## src/rtl/mach_v_hazard_defs.sv

```systemverilog
// Shared constants for the Mach-V hazard unit: opcode decode values, forward-select
// encodings and source-register activity helpers.
package mach_v_hazard_defs;

  localparam logic [6:0] JAL   = 7'b1101111;
  localparam logic [6:0] LUI   = 7'b0110111;
  localparam logic [6:0] AUIPC = 7'b0010111;
  localparam logic [6:0] LOAD  = 7'b0000011;
  localparam logic [6:0] OPIMM = 7'b0010011;
  localparam logic [6:0] JALR  = 7'b1100111;
  localparam logic [6:0] STORE = 7'b0100011;

  typedef enum logic [1:0] {
    FWD_RF = 2'b00,
    FWD_W  = 2'b01,
    FWD_M  = 2'b10
  } fwd_sel_e;

  function automatic logic rs1_active(input logic [6:0] opc);
    return !(opc == JAL || opc == LUI || opc == AUIPC);
  endfunction

  function automatic logic rs2_active(input logic [6:0] opc);
    return rs1_active(opc) &&
           !(opc == LOAD || opc == OPIMM || opc == JALR || opc == STORE);
  endfunction

endpackage

```

## src/rtl/hazard_mc_fifo.sv

```systemverilog
// In-order tag FIFO for outstanding multi-cycle ops: destination tags, occupancy
// count, full/empty flags and the head tag (forced to 0 while empty).
module hazard_mc_fifo #(
  parameter int AW    = 5,
  parameter int DEPTH = 2,
  localparam int PW   = (DEPTH > 1) ? $clog2(DEPTH) : 1,
  localparam int CW   = $clog2(DEPTH + 1)
) (
  input  logic          clk,
  input  logic          rst_n,
  input  logic          push_i,
  input  logic [AW-1:0] push_tag_i,
  input  logic          pop_i,
  output logic [AW-1:0] head_o,
  output logic [CW-1:0] count_o,
  output logic          full_o,
  output logic          empty_o
);

  logic [AW-1:0] mem_q [DEPTH];
  logic [PW-1:0] wr_ptr_q, rd_ptr_q;
  logic [CW-1:0] count_q;

  function automatic logic [PW-1:0] ptr_inc(input logic [PW-1:0] ptr);
    return (ptr == PW'(DEPTH - 1)) ? '0 : ptr + PW'(1);
  endfunction

  // NOTE: sequential state uses non-blocking assignments so every register
  // samples the pre-edge values regardless of statement order.
  always_ff @(posedge clk) begin
    if (!rst_n) begin
      wr_ptr_q <= '0;
      rd_ptr_q <= '0;
      count_q  <= '0;
    end else begin
      if (push_i) wr_ptr_q <= ptr_inc(wr_ptr_q);
      if (pop_i)  rd_ptr_q <= ptr_inc(rd_ptr_q);
      if (push_i && !pop_i)      count_q <= count_q + CW'(1);
      else if (pop_i && !push_i) count_q <= count_q - CW'(1);
    end
  end

  // NOTE: tag storage is deliberately left unreset; empty_o masks the head,
  // and a reset-free array maps onto plain storage.
  always_ff @(posedge clk) begin
    if (push_i) mem_q[wr_ptr_q] <= push_tag_i;
  end

  assign count_o = count_q;
  assign full_o  = (count_q == CW'(DEPTH));
  assign empty_o = (count_q == '0);
  assign head_o  = empty_o ? '0 : mem_q[rd_ptr_q];

endmodule

```

## src/rtl/hazard_scoreboard.sv

```systemverilog
// Mach-V hazard unit: M/W forwarding, load-use stall, mispredict flush and a
// multi-cycle scoreboard. Optional perf counters under HAZARD_PERF_CNT_EN.
module hazard_scoreboard
  import mach_v_hazard_defs::*;
#(
  parameter int REG_AW      = 5,
  parameter int MC_DEPTH    = 2,
  parameter int LOAD_STAGES = 1
) (
  input  logic              CLK,
  input  logic              RESETn,
  input  logic [REG_AW-1:0] rs1D,
  input  logic [REG_AW-1:0] rs2D,
  input  logic [REG_AW-1:0] rdD,
  input  logic [REG_AW-1:0] rs1E,
  input  logic [REG_AW-1:0] rs2E,
  input  logic [REG_AW-1:0] rdE,
  input  logic [REG_AW-1:0] rs2M,
  input  logic [REG_AW-1:0] rdM,
  input  logic [REG_AW-1:0] rdW,
  input  logic [6:0]        OpcodeD,
  input  logic              RegWriteM,
  input  logic              RegWriteW,
  input  logic              MemWriteM,
  input  logic              MemtoRegE,
  input  logic              MemtoRegW,
  input  logic              IsMCycleD,
  input  logic              IsMCycleE,
  input  logic              McDone,
  input  logic              BranchMispredictM,
  output logic [1:0]        ForwardAE,
  output logic [1:0]        ForwardBE,
  output logic              ForwardM,
  output logic              Forward1D,
  output logic              Forward2D,
  output logic [REG_AW-1:0] McWbRd,
  output logic              McFull,
  output logic              McEmpty,
  output logic              lwStall,
  output logic              sbStall,
  output logic              StallF,
  output logic              StallD,
  output logic              FlushD,
  output logic              FlushE,
  output logic              FlushM
`ifdef HAZARD_PERF_CNT_EN
  ,
  output logic [31:0]       PerfLwStall,
  output logic [31:0]       PerfSbStall,
  output logic [31:0]       PerfFlush
`endif
);

  localparam int NREG = 2 ** REG_AW;
  localparam int CW   = $clog2(MC_DEPTH + 1);

  logic rs1_act, rs2_act, m_wr, w_wr;
  assign rs1_act = rs1_active(OpcodeD);
  assign rs2_act = rs2_active(OpcodeD);
  assign m_wr    = RegWriteM && (rdM != '0);
  assign w_wr    = RegWriteW && (rdW != '0);

  assign ForwardAE = (m_wr && rdM == rs1E) ? FWD_M : (w_wr && rdW == rs1E) ? FWD_W : FWD_RF;
  assign ForwardBE = (m_wr && rdM == rs2E) ? FWD_M : (w_wr && rdW == rs2E) ? FWD_W : FWD_RF;
  assign ForwardM  = MemWriteM && MemtoRegW && (rs2M == rdW) && (rdW != '0);
  assign Forward1D = w_wr && (rdW == rs1D);
  assign Forward2D = w_wr && (rdW == rs2D);

  logic lw_e_hit, trk_hit;
  assign lw_e_hit = MemtoRegE && (rdE != '0) &&
                    ((rs1_act && rs1D == rdE) || (rs2_act && rs2D == rdE));

  // Deeper load pipes: remember loads that left E but cannot be forwarded yet.
  if (LOAD_STAGES > 1) begin : g_ld_trk
    logic              ld_v_q  [LOAD_STAGES-1];
    logic [REG_AW-1:0] ld_rd_q [LOAD_STAGES-1];

    always_ff @(posedge CLK) begin
      if (!RESETn) begin
        for (int i = 0; i < LOAD_STAGES - 1; i++) begin
          ld_v_q[i]  <= 1'b0;
          ld_rd_q[i] <= '0;
        end
      end else begin
        ld_v_q[0]  <= MemtoRegE && (rdE != '0) && !BranchMispredictM;
        ld_rd_q[0] <= rdE;
        for (int i = 1; i < LOAD_STAGES - 1; i++) begin
          ld_v_q[i]  <= ld_v_q[i-1];
          ld_rd_q[i] <= ld_rd_q[i-1];
        end
      end
    end

    // NOTE: every signal written here gets a default first, so no latch is inferred.
    always_comb begin
      trk_hit = 1'b0;
      for (int i = 0; i < LOAD_STAGES - 1; i++) begin
        if (ld_v_q[i] && ((rs1_act && rs1D == ld_rd_q[i]) || (rs2_act && rs2D == ld_rd_q[i])))
          trk_hit = 1'b1;
      end
    end
  end else begin : g_no_ld_trk
    assign trk_hit = 1'b0;
  end

  assign lwStall = lw_e_hit || trk_hit;

  logic          mc_issue, mc_pop;
  logic [CW-1:0] mc_count;
  logic [NREG-1:0] pend_q, pend_d;

  // Issue is not blocked by the D-side stall: the op in E is already committed.
  assign mc_issue = IsMCycleE && !BranchMispredictM && !McFull;
  assign mc_pop   = McDone && !McEmpty;

  hazard_mc_fifo #(.AW(REG_AW), .DEPTH(MC_DEPTH)) u_mc_fifo (
    .clk       (CLK),
    .rst_n     (RESETn),
    .push_i    (mc_issue),
    .push_tag_i(rdE),
    .pop_i     (mc_pop),
    .head_o    (McWbRd),
    .count_o   (mc_count),
    .full_o    (McFull),
    .empty_o   (McEmpty)
  );

  // Set after clear so a register retired and reissued in one cycle stays pending.
  always_comb begin
    pend_d = pend_q;
    if (mc_pop)   pend_d[McWbRd] = 1'b0;
    if (mc_issue) pend_d[rdE]    = 1'b1;
    pend_d[0] = 1'b0;
  end

  always_ff @(posedge CLK) begin
    if (!RESETn) pend_q <= '0;
    else         pend_q <= pend_d;
  end

  assign sbStall = (rs1_act && pend_q[rs1D]) || (rs2_act && pend_q[rs2D]) ||
                   ((rdD != '0) && pend_q[rdD]) ||
                   (IsMCycleD && (McFull || (mc_count == CW'(MC_DEPTH - 1) && IsMCycleE)));

  assign StallF = (lwStall || sbStall) && !BranchMispredictM;
  assign StallD = StallF;
  assign FlushE = lwStall || sbStall || BranchMispredictM;
  assign FlushD = BranchMispredictM;
  assign FlushM = BranchMispredictM;

  a_done_when_empty: assert property (@(posedge CLK) disable iff (!RESETn) !(McDone && McEmpty));

`ifdef HAZARD_PERF_CNT_EN
  logic [31:0] perf_lw_q, perf_sb_q, perf_fl_q;
  logic        bm_q;

  always_ff @(posedge CLK) begin
    if (!RESETn) begin
      perf_lw_q <= '0;
      perf_sb_q <= '0;
      perf_fl_q <= '0;
      bm_q      <= 1'b0;
    end else begin
      if (lwStall && perf_lw_q != '1) perf_lw_q <= perf_lw_q + 32'd1;
      if (sbStall && !lwStall && perf_sb_q != '1) perf_sb_q <= perf_sb_q + 32'd1;
      if (BranchMispredictM && !bm_q && perf_fl_q != '1) perf_fl_q <= perf_fl_q + 32'd1;
      bm_q <= BranchMispredictM;
    end
  end

  assign PerfLwStall = perf_lw_q;
  assign PerfSbStall = perf_sb_q;
  assign PerfFlush   = perf_fl_q;
`endif

endmodule

```

## config.mk

```make
export PLATFORM = sky130hd
export DESIGN_NAME = hazard_scoreboard
export DESIGN_NICKNAME = d
export VERILOG_FILES = /design/src/rtl/mach_v_hazard_defs.sv /design/src/rtl/hazard_mc_fifo.sv /design/src/rtl/hazard_scoreboard.sv
export SDC_FILE = /design/constraint.sdc
export NUM_CORES = 1
export LEC_CHECK = 0
export ABC_AREA = 1
export BUFFER_PORTS_ARGS = -buffer_cell sky130_fd_sc_hd__buf_2
export CAP_MARGIN = 0
export CORE_ASPECT_RATIO = 0.7
export CORE_UTILIZATION = 50
export CTS_BUF_LIST = sky130_fd_sc_hd__clkbuf_8
export CTS_CLUSTER_SIZE = 40
export DETAILED_ROUTE_END_ITERATION = 8
export PLACE_DENSITY = 0.78
export SLEW_MARGIN = 20
export SYNTH_ARGS = -nofsm -noshare
export SYNTH_HDL_FRONTEND = slang
export SYNTH_HIERARCHICAL = 1
export SYNTH_SLANG_ARGS = --single-unit
```

## constraint.sdc

```tcl
create_clock -name CLK -period 1.5 [get_ports CLK]
set_input_delay 0.225 -clock CLK [delete_from_list [all_inputs] [get_ports CLK]]
set_output_delay 0.225 -clock CLK [all_outputs]
set_load 0.01 [all_outputs]
```

==> results.json <==
{
  "status": "complete, but fails checks",
  "violations": "setup timing",
  "fin_nets": 812,
  "p_switching_uw": 1755,
  "die_area_sq_um": 7979,
  "setup_ws_ps": -480.3,
  "grt_overflow": 0,
  "synth_seq_cells": 46,
  "drv_slew": 0,
  "grt_pass1_vias": 4347,
  "skew_ps": 6.954,
  "grt_pass1_wl_um": 20950,
  "worstPathCellList": "inv_1, nand2_1, nand3_1, nand3_1, nand3_1, nand2_1, nand2_1, inv_1, nor2_1, nand4_1, nand2_1, inv_2, buf_6",
  "critPathLaunchType": "flip-flop",
  "yosysTopAreaCell": "dfxtp_1",
  "drive_gt1_frac": 0.4539,
  "arrival_ps": 1760,
  "crit_top_cell": "nand2_1",
  "clk_path_buf_depth": 2,
  "area_growth_pct": 50.48,
  "synth_cell_types": 37,
  "maxCapViolations": 0,
  "chipHeight_um": 75.04,
  "power.density_nw_per_um2": 766.8,
  "critPathTopFamily": "simple AND/OR/NAND/NOR gates",
  "antenna_found_initial": 0,
  "cp.buffers_inverters": 4,
  "ys.flop_type": "dfxtp_1",
  "n_antenna_cell": 0,
  "num_io_pins": 84,
  "cp-startpoint": "pend_q[15]",
  "synthCells": 601,
  "drc": 0,
  "syn-num-nets": 665,
  "vias_per_cell": 5.920,
  "clkPwrFrac": 0.174,
  "sw_frac_of_total": 0.3993,
  "synth_top_area_share": 0.1892,
  "power_frac_seq": 0.316,
  "timing.fmax_ghz": 0.5050,
  "timing_hold_violations_final": 0,
  "ys_warn_count": 6,
  "cts_sinks": 46,
  "peakVddDrop_mv": 0.8925,
  "r2r_setup_slack_ps": -160,
  "synth.yosys.seq_area_share": 0.2680,
  "postSynthAreaPerCell_sq_um": 6.339,
  "clkTransAtPathRegs_ps": 90,
  "finalWirelength_um": 15310,
  "drt-initial-drc-count": 639,
  "drt-wirelength-per-cell_um": 18.08,
  "drtPass1Iterations": 6,
  "setup_viol": 50,
  "period_needed_ps": 1980,
  "min_period_over_period": 1.320,
  "vias": 5014,
  "slowest_delay_ps": 380,
  "hpwl_um": 9799,
  "critPathRequiredTime_ps": 1270,
  "place_congestion": 0.9584,
  "grt_max_degree": 32,
  "port_buffers": 83,
  "worst-setup-path-type": "flip-flop to output pin",
  "hold_class": "primary input to flip-flop",
  "rows": 26,
  "tightest_slew_ps": 522.8,
  "clkLatencyLatePin_ps": 310,
  "synth_area_sq_um": 3810,
  "async_flop_share": 0,
  "rsz0062_at_grt": "yes",
  "grt_usage": 0.3373,
  "dp_slack_ps": -328.6,
  "ant_nets": 0,
  "cts-root-buf": "clkbuf_8",
  "combPwrFrac": 0.510,
  "crit_slowest_cell": "dfxtp_1",
  "fin_cells": 847,
  "path_max_fanout": 4,
  "final_util": 0.7832,
  "hp-start": "RESETn",
  "end_kind": "output pin",
  "die-width_um": 106.3,
  "numCtsBuffers": 5,
  "synth_edf_count": 10,
  "p_int_uw": 2641,
  "start_util": 0.5205,
  "r2r_start": "u_mc_fifo/count_o[1]",
  "dp.cells": 819,
  "p_leak_uw": 0.002519,
  "slew_headroom": 0.6488,
  "synth_area_leaders": "dfxtp_1 (19%), nand2_1 (16%), nand3_1 (12%), edfxtp_1 (7.9%), inv_1 (7.2%)",
  "cts_tree": "built",
  "core_region_area_sq_um": 7320,
  "cts_max_level": 2
}
## stage by stage
step | hold slack, ps | area (sq um) | total power [uW] | setup TNS [ps]
2_1_floorplan | 323.9 | 3812 | 2166 | -43.70
3_3_place_gp | 475.3 | 4695 | 2719 | -1805
3_5_place_dp | 488.3 | 4695 | 2768 | -4422
4_1_cts | 185.0 | 5160 | 3676 | -1439
5_1_grt | 191.6 | 5733 | 4561 | -7969
6_report | 178.0 | 5733 | 4396 | -5380
## synth_stat cells, types with 4 or more instances
master and instances:
nor4_1 5, nand4_1 7, nor2_1 24, nand2_2 4, inv_2 4, clkbuf_1 8
nand3_1 94, nor3_1 14, edfxtp_1 10, buf_6 6, o22ai_1 5, xnor2_1 17
nand2_1 161, buf_2 6, xor2_1 22, o21ai_0 35, buf_4 5, dfxtp_1 36
a21oi_1 41, nor3_4 4, inv_1 73
## cells by family after synthesis
kind of cell / after synthesis / share of synthesized area
AND/OR/NAND/NOR: 324 / 0.3918
buffers and inverters: 106 / 0.1307
AO/OA/AOI/OAI: 85 / 0.1166
flip-flops: 46 / 0.2680
XOR/XNOR: 39 / 0.08965
adder cells (fa/ha/maj): 1 / 0.003284
## worst reg2reg max path: stages, from the launching register on
cell and delay, ps:
dfxtp_4 360, buf_6 120, nor2_4 210, buf_4 170, buf_6 90, a21oi_4 40
inv_2 90, nand3_1 100, buf_6 160, o21ai_1 130, a21oi_1 80
## cells in the final DEF, fill, tap and decap left out, types with 4 or more instances in the layout
master    count
a21oi_1      34
a21oi_4       5
buf_12        9
buf_2        68
buf_4        55
buf_6        24
buf_8         4
clkbuf_4      4
clkbuf_8      5
dfxtp_1       8
dfxtp_2      25
edfxtp_1     10
inv_1        46
inv_2        28
inv_4         4
nand2_1     148
nand2_2      16
nand3_1      64
nand3_2      29
nand4_1       7
nor2_1       17
nor2_2        6
nor3_1       11
nor3_2        5
nor3_4        4
o21ai_0       5
o21ai_1      12
o21ai_2      18
o22ai_1       4
xnor2_1      15
xor2_1       21
## timing repair
action | in CTS | in global routing
pin swaps | 17 | 39
buffers inserted | 5 | 12
hold buffers | 0 | 0
resized for setup | 83 | 161
gates cloned | 3 | 1
endpoints found under the setup margin | 54 | 54
## area by class of cell
cell class | count | area [sq um]
Multi-Input combinational cell | 449 | 2768
Inverter | 79 | 312.8
Sequential cell | 46 | 1064
Tap cell | 98 | 122.6
Clock buffer | 5 | 68.82
Fill cell | 500 | 1587
Timing Repair Buffer | 167 | 1384
Clock inverter | 3 | 13.76
## power groups by stage
stage,sequential [uW],clock (uW),combinational (uW)
3_3_place_gp,1380,0,1330
3_5_place_dp,1390,0,1380
4_1_cts,1380,734,1560
5_1_grt,1390,799,2370
6_report,1390,765,2240
2_1_floorplan,1380,0,785
## per-layer routing
layer | track usage | vias up | part of all wire
met5 | 0 | - | 0
li1 | - | 2265 | -
met1 | 0.4379 | 2323 | 0.39
met3 | 0.07013 | 76 | 0.11
met2 | 0.5779 | 350 | 0.46
met4 | 0.09259 | 0 | 0.031
## final timing paths
kind	cells after the start	end
hold / removal	3	u_mc_fifo/wr_ptr_q
setup reg to reg	10	pend_q[9]
setup / recovery	13	StallF
hold reg to reg	2	pend_q[26]
## sequential cells by signal, summed over array words and instances (netlist names), named ones only
name and cells:
u_mc_fifo/mem_q 10, u_mc_fifo/rd_ptr_q 1, u_mc_fifo/wr_ptr_q 1, pend_q 31, u_mc_fifo/count_o 2
No activity file was read; power rests on OpenSTA's default activity.
